$ cat src/rtl/writeback_stage_pkg.sv
// Shared types and constants for the writeback stage.
package writeback_stage_pkg;

    localparam int unsigned WB_DATA_WIDTH = 32;
    localparam int unsigned WB_REG_COUNT  = 32;
    localparam int unsigned WB_ADDR_WIDTH = $clog2(WB_REG_COUNT);

    typedef enum logic [1:0] {
        WB_ALU = 2'b00,
        WB_MEM = 2'b01,
        WB_PC4 = 2'b10
    } wb_sel_e;

    localparam logic [2:0] F3_LB  = 3'b000;
    localparam logic [2:0] F3_LH  = 3'b001;
    localparam logic [2:0] F3_LW  = 3'b010;
    localparam logic [2:0] F3_LBU = 3'b100;
    localparam logic [2:0] F3_LHU = 3'b101;

endpackage

$ cat src/rtl/writeback_stage_if.sv
// Aux-unit handshake plus register-file write and forwarding buses of the writeback stage.
interface writeback_stage_if #(
    parameter int unsigned DATA_WIDTH = 32,
    parameter int unsigned ADDR_WIDTH = 5
);
    logic                  aux_valid_i;
    logic [ADDR_WIDTH-1:0] aux_rd_i;
    logic [DATA_WIDTH-1:0] aux_data_i;
    logic                  aux_ready_o;
    logic                  we_o;
    logic [ADDR_WIDTH-1:0] wr_addr_o;
    logic [DATA_WIDTH-1:0] wr_data_o;
    logic                  fwd_valid_o;
    logic [ADDR_WIDTH-1:0] fwd_addr_o;
    logic [DATA_WIDTH-1:0] fwd_data_o;

    modport slave (
        input  aux_valid_i, aux_rd_i, aux_data_i,
        output aux_ready_o, we_o, wr_addr_o, wr_data_o,
        output fwd_valid_o, fwd_addr_o, fwd_data_o
    );

    modport master (
        output aux_valid_i, aux_rd_i, aux_data_i,
        input  aux_ready_o, we_o, wr_addr_o, wr_data_o,
        input  fwd_valid_o, fwd_addr_o, fwd_data_o
    );
endinterface

$ cat src/rtl/writeback_stage_load_extend.sv
// Combinational byte/half selection and sign/zero extension of a raw load word.
module load_extend
    import writeback_stage_pkg::*;
#(
    parameter int unsigned DATA_WIDTH = WB_DATA_WIDTH
) (
    input  logic [2:0]            funct3_i,
    input  logic [1:0]            lsb_i,
    input  logic [DATA_WIDTH-1:0] rdata_i,
    output logic [DATA_WIDTH-1:0] data_o
);

    logic [7:0]  byte_v;
    logic [15:0] half_v;

    always_comb begin
        byte_v = rdata_i[{lsb_i, 3'b000} +: 8];
        half_v = rdata_i[{lsb_i[1], 4'b0000} +: 16];
        case (funct3_i)
            F3_LB:   data_o = {{(DATA_WIDTH-8){byte_v[7]}}, byte_v};
            F3_LBU:  data_o = {{(DATA_WIDTH-8){1'b0}}, byte_v};
            F3_LH:   data_o = {{(DATA_WIDTH-16){half_v[15]}}, half_v};
            F3_LHU:  data_o = {{(DATA_WIDTH-16){1'b0}}, half_v};
            default: data_o = rdata_i;
        endcase
    end

endmodule

$ cat src/rtl/writeback_stage.sv
// Writeback stage: MEM/WB register, result select, write-port arbitration with an aux unit.
// Optional retired-instruction counter enabled by defining WB_RETIRE_CNT_EN.
module writeback_stage
    import writeback_stage_pkg::*;
#(
    parameter int unsigned DATA_WIDTH = WB_DATA_WIDTH,
    parameter int unsigned REG_COUNT  = WB_REG_COUNT,
    parameter int unsigned ADDR_WIDTH = $clog2(REG_COUNT)
) (
    input  logic                  clk,
    input  logic                  rst_n,
    input  logic                  stall_i,
    input  logic                  flush_i,
    input  logic                  wb_valid_i,
    input  logic                  wb_reg_write_i,
    input  logic [ADDR_WIDTH-1:0] wb_rd_i,
    input  logic [1:0]            wb_sel_i,
    input  logic [2:0]            wb_funct3_i,
    input  logic [1:0]            wb_addr_lsb_i,
    input  logic [DATA_WIDTH-1:0] alu_result_i,
    input  logic [DATA_WIDTH-1:0] mem_rdata_i,
    input  logic [DATA_WIDTH-1:0] pc_plus4_i,
`ifdef WB_RETIRE_CNT_EN
    output logic [63:0]           retire_cnt_o,
`endif
    writeback_stage_if.slave      bus
);

    logic                  valid_q, valid_d;
    logic                  reg_write_q, reg_write_d;
    logic [ADDR_WIDTH-1:0] rd_q, rd_d;
    logic [1:0]            sel_q, sel_d;
    logic [2:0]            funct3_q, funct3_d;
    logic [1:0]            lsb_q, lsb_d;
    logic [DATA_WIDTH-1:0] alu_q, alu_d;
    logic [DATA_WIDTH-1:0] mem_rdata_q, mem_rdata_d;
    logic [DATA_WIDTH-1:0] pc4_q, pc4_d;
    logic                  written_q, written_d;

    logic                  pipe_we;
    logic                  aux_fire;
    logic                  aux_we;
    logic                  we;
    logic [ADDR_WIDTH-1:0] wr_addr;
    logic [DATA_WIDTH-1:0] wr_data;
    logic [DATA_WIDTH-1:0] load_data;
    logic [DATA_WIDTH-1:0] pipe_data;

    load_extend #(
        .DATA_WIDTH (DATA_WIDTH)
    ) u_load_extend (
        .funct3_i (funct3_q),
        .lsb_i    (lsb_q),
        .rdata_i  (mem_rdata_q),
        .data_o   (load_data)
    );

    // written_q remembers that a stalled instruction already used the port.
    always_comb begin
        valid_d     = valid_q;
        reg_write_d = reg_write_q;
        rd_d        = rd_q;
        sel_d       = sel_q;
        funct3_d    = funct3_q;
        lsb_d       = lsb_q;
        alu_d       = alu_q;
        mem_rdata_d = mem_rdata_q;
        pc4_d       = pc4_q;
        written_d   = written_q;
        if (flush_i) begin
            valid_d   = 1'b0;
            written_d = 1'b0;
        end else if (stall_i) begin
            written_d = written_q | pipe_we;
        end else begin
            valid_d     = wb_valid_i;
            reg_write_d = wb_reg_write_i;
            rd_d        = wb_rd_i;
            sel_d       = wb_sel_i;
            funct3_d    = wb_funct3_i;
            lsb_d       = wb_addr_lsb_i;
            alu_d       = alu_result_i;
            mem_rdata_d = mem_rdata_i;
            pc4_d       = pc_plus4_i;
            written_d   = 1'b0;
        end
    end

    always_ff @(posedge clk or negedge rst_n) begin
        if (!rst_n) begin
            valid_q     <= 1'b0;
            reg_write_q <= 1'b0;
            rd_q        <= '0;
            sel_q       <= '0;
            funct3_q    <= '0;
            lsb_q       <= '0;
            alu_q       <= '0;
            mem_rdata_q <= '0;
            pc4_q       <= '0;
            written_q   <= 1'b0;
        end else begin
            valid_q     <= valid_d;
            reg_write_q <= reg_write_d;
            rd_q        <= rd_d;
            sel_q       <= sel_d;
            funct3_q    <= funct3_d;
            lsb_q       <= lsb_d;
            alu_q       <= alu_d;
            mem_rdata_q <= mem_rdata_d;
            pc4_q       <= pc4_d;
            written_q   <= written_d;
        end
    end

    always_comb begin
        case (sel_q)
            WB_MEM:  pipe_data = load_data;
            WB_PC4:  pipe_data = pc4_q;
            default: pipe_data = alu_q;
        endcase
    end

    // Aux is never accepted while reset is asserted, even though ready reads 1.
    always_comb begin
        pipe_we  = valid_q & reg_write_q & (rd_q != '0) & ~written_q;
        aux_fire = bus.aux_valid_i & ~pipe_we & rst_n;
        aux_we   = aux_fire & (bus.aux_rd_i != '0);
        we       = pipe_we | aux_we;
        wr_addr  = '0;
        wr_data  = '0;
        if (pipe_we) begin
            wr_addr = rd_q;
            wr_data = pipe_data;
        end else if (aux_we) begin
            wr_addr = bus.aux_rd_i;
            wr_data = bus.aux_data_i;
        end
    end

    assign bus.aux_ready_o = ~pipe_we;
    assign bus.we_o        = we;
    assign bus.wr_addr_o   = wr_addr;
    assign bus.wr_data_o   = wr_data;
    assign bus.fwd_valid_o = we;
    assign bus.fwd_addr_o  = wr_addr;
    assign bus.fwd_data_o  = wr_data;

`ifdef WB_RETIRE_CNT_EN
    logic        counted_q, counted_d;
    logic [63:0] retire_cnt_q, retire_cnt_d;

    // counted_q covers held instructions that never write and so never set written_q.
    always_comb begin
        retire_cnt_d = retire_cnt_q;
        if (valid_q & ~written_q & ~counted_q) begin
            retire_cnt_d = retire_cnt_q + 64'd1;
        end
        if (flush_i) begin
            counted_d = 1'b0;
        end else if (stall_i) begin
            counted_d = counted_q | valid_q;
        end else begin
            counted_d = 1'b0;
        end
    end

    always_ff @(posedge clk or negedge rst_n) begin
        if (!rst_n) begin
            counted_q    <= 1'b0;
            retire_cnt_q <= '0;
        end else begin
            counted_q    <= counted_d;
            retire_cnt_q <= retire_cnt_d;
        end
    end

    assign retire_cnt_o = retire_cnt_q;
`endif

endmodule

$ cat src/flat_wrapper.sv
// flat-port wrapper written by rule: the top's interface ports become plain ports
module writeback_stage_flat import writeback_stage_pkg::*;
#(
    parameter int unsigned DATA_WIDTH = WB_DATA_WIDTH,
    parameter int unsigned REG_COUNT  = WB_REG_COUNT,
    parameter int unsigned ADDR_WIDTH = $clog2(REG_COUNT)
)
  (clk, rst_n, stall_i, flush_i, wb_valid_i, wb_reg_write_i, wb_rd_i, wb_sel_i, wb_funct3_i, wb_addr_lsb_i, alu_result_i, mem_rdata_i, pc_plus4_i, bus_aux_valid_i, bus_aux_rd_i, bus_aux_data_i, bus_aux_ready_o, bus_we_o, bus_wr_addr_o, bus_wr_data_o, bus_fwd_valid_o, bus_fwd_addr_o, bus_fwd_data_o);
  writeback_stage_if #(.DATA_WIDTH(DATA_WIDTH), .ADDR_WIDTH(ADDR_WIDTH)) bus_i ();
  input  logic clk;
  input  logic rst_n;
  input  logic stall_i;
  input  logic flush_i;
  input  logic wb_valid_i;
  input  logic wb_reg_write_i;
  input  logic [ADDR_WIDTH-1:0] wb_rd_i;
  input  logic [1:0] wb_sel_i;
  input  logic [2:0] wb_funct3_i;
  input  logic [1:0] wb_addr_lsb_i;
  input  logic [DATA_WIDTH-1:0] alu_result_i;
  input  logic [DATA_WIDTH-1:0] mem_rdata_i;
  input  logic [DATA_WIDTH-1:0] pc_plus4_i;
  input wire logic [$bits(bus_i.aux_valid_i)-1:0] bus_aux_valid_i;
  input wire logic [$bits(bus_i.aux_rd_i)-1:0] bus_aux_rd_i;
  input wire logic [$bits(bus_i.aux_data_i)-1:0] bus_aux_data_i;
  output wire logic [$bits(bus_i.aux_ready_o)-1:0] bus_aux_ready_o;
  output wire logic [$bits(bus_i.we_o)-1:0] bus_we_o;
  output wire logic [$bits(bus_i.wr_addr_o)-1:0] bus_wr_addr_o;
  output wire logic [$bits(bus_i.wr_data_o)-1:0] bus_wr_data_o;
  output wire logic [$bits(bus_i.fwd_valid_o)-1:0] bus_fwd_valid_o;
  output wire logic [$bits(bus_i.fwd_addr_o)-1:0] bus_fwd_addr_o;
  output wire logic [$bits(bus_i.fwd_data_o)-1:0] bus_fwd_data_o;
  assign bus_i.aux_valid_i = bus_aux_valid_i;
  assign bus_i.aux_rd_i = bus_aux_rd_i;
  assign bus_i.aux_data_i = bus_aux_data_i;
  assign bus_aux_ready_o = bus_i.aux_ready_o;
  assign bus_we_o = bus_i.we_o;
  assign bus_wr_addr_o = bus_i.wr_addr_o;
  assign bus_wr_data_o = bus_i.wr_data_o;
  assign bus_fwd_valid_o = bus_i.fwd_valid_o;
  assign bus_fwd_addr_o = bus_i.fwd_addr_o;
  assign bus_fwd_data_o = bus_i.fwd_data_o;
  writeback_stage #(.DATA_WIDTH(DATA_WIDTH), .REG_COUNT(REG_COUNT), .ADDR_WIDTH(ADDR_WIDTH)) u_core (.clk(clk), .rst_n(rst_n), .stall_i(stall_i), .flush_i(flush_i), .wb_valid_i(wb_valid_i), .wb_reg_write_i(wb_reg_write_i), .wb_rd_i(wb_rd_i), .wb_sel_i(wb_sel_i), .wb_funct3_i(wb_funct3_i), .wb_addr_lsb_i(wb_addr_lsb_i), .alu_result_i(alu_result_i), .mem_rdata_i(mem_rdata_i), .pc_plus4_i(pc_plus4_i), .bus(bus_i));
endmodule
$ cat config.mk
export PLATFORM = sky130hd
export DESIGN_NAME = writeback_stage_flat
export DESIGN_NICKNAME = d
export VERILOG_FILES = /design/src/rtl/writeback_stage_pkg.sv /design/src/rtl/writeback_stage_if.sv /design/src/rtl/writeback_stage_load_extend.sv /design/src/rtl/writeback_stage.sv /design/src/flat_wrapper.sv
export SDC_FILE = /design/constraint.sdc
export NUM_CORES = 1
export LEC_CHECK = 0
export CAP_MARGIN = 40
export CORE_MARGIN = 5
export CORE_UTILIZATION = 39
export CTS_BUF_LIST = sky130_fd_sc_hd__clkbuf_8
export CTS_CLUSTER_SIZE = 25
export DETAILED_ROUTE_END_ITERATION = 12
export GPL_ROUTABILITY_DRIVEN = 0
export GPL_TIMING_DRIVEN = 0
export PLACE_DENSITY = 0.71
export RECOVER_POWER = 100
export SETUP_SLACK_MARGIN = 0.2
export SLEW_MARGIN = 20
export SYNTH_ARGS = -nofsm -noshare
export SYNTH_HDL_FRONTEND = slang
export SYNTH_HIERARCHICAL = 1
export SYNTH_SLANG_ARGS = --single-unit
$ cat constraint.sdc
create_clock -name clk -period 7.83 [get_ports clk]
set_input_delay 2.349 -clock clk [delete_from_list [all_inputs] [get_ports clk]]
set_output_delay 2.349 -clock clk [all_outputs]
set_load 0.01 [all_outputs]
==> results.json <==
{
  "maxCapViolations": 0,
  "dpl.cell_count": 1020,
  "whs_ps": 508.9,
  "ios": 229,
  "rsz0062_at_grt": "no",
  "vias": 5513,
  "crit_path_end_kind": "output pin",
  "final_max_slew_viol_count": 0,
  "grt_pass1_wl_mm": 32.89,
  "drt_iter0_drc": 333,
  "drc": 0,
  "ant_nets": 0,
  "p_leak_nw": 4.109,
  "startpoint_type": "input pin",
  "ys_top_cells_by_area": "dfrtp_1 43%, mux2_2 20%, mux2i_1 5.9%",
  "setup_violations": 0,
  "crit_type": "in -> out",
  "final_hold_viol_count": 0,
  "cp_max_fo": 10,
  "clock_path_buffers": 2,
  "fmax_mhz": 138.2,
  "overflow": 0,
  "finalCritPeriodShare": 0.9239,
  "fp.dieW_um": 138.6,
  "start_util": 0.3929,
  "cts.sinks": 111,
  "critical_path_arrival_ps": 4880,
  "slew_headroom": 0.4672,
  "synth_ff_type": "dfrtp_1",
  "wl_per_cell_um": 20.41,
  "status": "finished, final reports clean",
  "grt_pass1_vias": 5754,
  "yosys.area.top_type": "dfrtp_1",
  "required_ps": 5480,
  "fill_cells": 1390,
  "crit_slowest_cell": "dlygate4sd3_1",
  "numCtsBuffers": 9,
  "syn_avg_cell_area_um2": 11.27,
  "stdcell_count": 1035,
  "r2r_setup_slack_ps": 6540,
  "post_cts_buffers": 0,
  "dpl_cell_area_um2": 9022,
  "syn_area_um2": 6446,
  "synth_seq_cells": 111,
  "path_cells": "dlygate4sd3_1 > or4_4 > buf_6 > buf_6 > o2111ai_1 > mux2i_1 > buf_4 > dlygate4sd3_1",
  "drt-total-wl_mm": 21.12,
  "place_hpwl_mm": 17.41,
  "path_clk_slew_ps": 100,
  "syn_inst": 572,
  "worst_slew_pin_slew_ps": 799.3,
  "synthToLayoutAreaGrowth_pct": 42.86,
  "htreeDepth": 3,
  "grt_max_degree": 62,
  "synth_cell_type_count": 37,
  "ys_warn_count": 6,
  "clk_latency_ps": 370,
  "crit_path_max_incr_delay_ps": 600,
  "die_y_um": 138.6,
  "yosysSeqAreaShare": 0.4309,
  "synth_edf_count": 0,
  "irDropWorstVdd_uv": 97.64,
  "period_needed_ps": 7234,
  "coreArea_um2": 16410,
  "fin_tns_setup_ps": 0,
  "num_antenna_cells": 0,
  "synth_top_area_share": 0.4309,
  "async_reset_ff_frac": 1.000,
  "clock_skew_ps": 2.367,
  "dr.pass1.iters": 5,
  "cts_tree": "built",
  "p_per_area_nw_per_um2": 182.3,
  "drive_above_1_share": 0.2368,
  "vias_per_cell": 5.327,
  "synth_nets": 726,
  "cts_root_buf": "clkbuf_8",
  "finalPower_mw": 1.679,
  "fin_area_um2": 9209,
  "die_area_um2": 19200,
  "io_buffers": 227,
  "nets": 964,
  "hp-class": "reg -> reg",
  "grt_antenna_before_repair": 0,
  "num_rows": 47,
  "grt.total_usage": 0.2165
}
==> critical path, delay by kind of cell <==
family | cells | cell delay [ps]
simple gates | 1 | 530
buf+inv | 5 | 1640
mux | 1 | 140
compound gates | 1 | 220
==> state kept, by name (all words and copies together) (netlist names) <==
name	flops
u_core/reg_write_q	1
u_core/rd_q	5
u_core/lsb_q	2
u_core/valid_q	1
u_core/mem_rdata_q	32
u_core/funct3_q	3
u_core/sel_q	2
u_core/pc4_q	32
u_core/alu_q	32
u_core/written_q	1
==> per-layer routing <==
metal,part of all wire,GRT usage
met2,0.50,0.3795
met3,0.068,0.05000
met4,0.011,0.04004
met5,0,0
met1,0.42,0.2768
==> synthesized netlist by cell type (all sizes together), types with 3 or more instances <==
cell type,count
clkbuf,28
nand2,51
o2111ai,32
a22oi,8
o211ai,3
and3,4
a21oi,7
buf,64
mux2,115
nor2b,4
o21ai,44
inv,6
mux2i,38
dfrtp,111
a221o,32
nor2,7
==> path summary, 6_finish.rpt <==
check                                                   from                                 end  cells after the start
max in group asynchronous                              rst_n  u_core/mem_rdata_q[20]$_DFFE_PN0P_                      2
worst max register to register    u_core/rd_q[3]$_DFFE_PN0P_          u_core/written_q$_DFF_PN0_                      3
worst max-delay path                         bus_aux_rd_i[2]                    bus_wr_data_o[4]                      8
min in group asynchronous                              rst_n         u_core/alu_q[5]$_DFFE_PN0P_                      1
worst min-delay path            u_core/alu_q[16]$_DFFE_PN0P_        u_core/alu_q[16]$_DFFE_PN0P_                      1
worst min register to register  u_core/alu_q[16]$_DFFE_PN0P_        u_core/alu_q[16]$_DFFE_PN0P_                      1
==> report_power, final <==
part / total [mW] / switching, mW / internal (mW)
combinational: 0.603 / 0.289 / 0.313
sequential: 0.716 / 0.0600 / 0.656
clock: 0.360 / 0.188 / 0.172
==> placed cells by master (no fill, tap or decap), types with 8 or more instances in the layout <==
cell type,instances
buf_4,38
clkbuf_1,39
dlygate4sd3_1,78
mux2i_1,38
o2111ai_1,31
dfrtp_1,111
nand2_1,49
a221o_1,32
mux2_2,115
o21ai_0,44
clkbuf_8,13
a22oi_1,8
clkdlybuf4s50_1,148
==> kinds of logic after synthesis <==
kind of cell | count (synthesis) | synth area share
compound gates | 132 | 0.1563
fa+ha+maj | 2 | 0.003881
buf+inv | 98 | 0.09103
flops | 111 | 0.4309
mux | 154 | 0.2634
simple gates | 75 | 0.05454
==> layout make-up <==
cell class / count / area, um^2 / area share
clock buffers: 12 / 165.2 / 0.01793
flip-flops and latches: 111 / 2778 / 0.3016
plain buffers: 91 / 545.5 / 0.05924
well taps: 220 / 275.3 / 0.02989
multi-input cells: 363 / 3075 / 0.3340
clock inverters: 4 / 43.79 / 0.004755
inverters: 6 / 22.52 / 0.002446
repair buffers: 228 / 2303 / 0.2501
==> metrics by stage <==
stage	utilization	setup WS (ps)
after global placement	0.5482	-2981
after CTS	0.5626	352.5
after global routing	0.5613	497.2
final	0.5613	596.1
after floorplan	-	1865
after detailed placement	0.5499	366.8
==> what timing repair did <==
action,CTS,global route
hold buffers,0,0
resized for setup,0,1
endpoints found under the setup margin,0,13
Note: power is estimated with default switching activity, not from simulation.
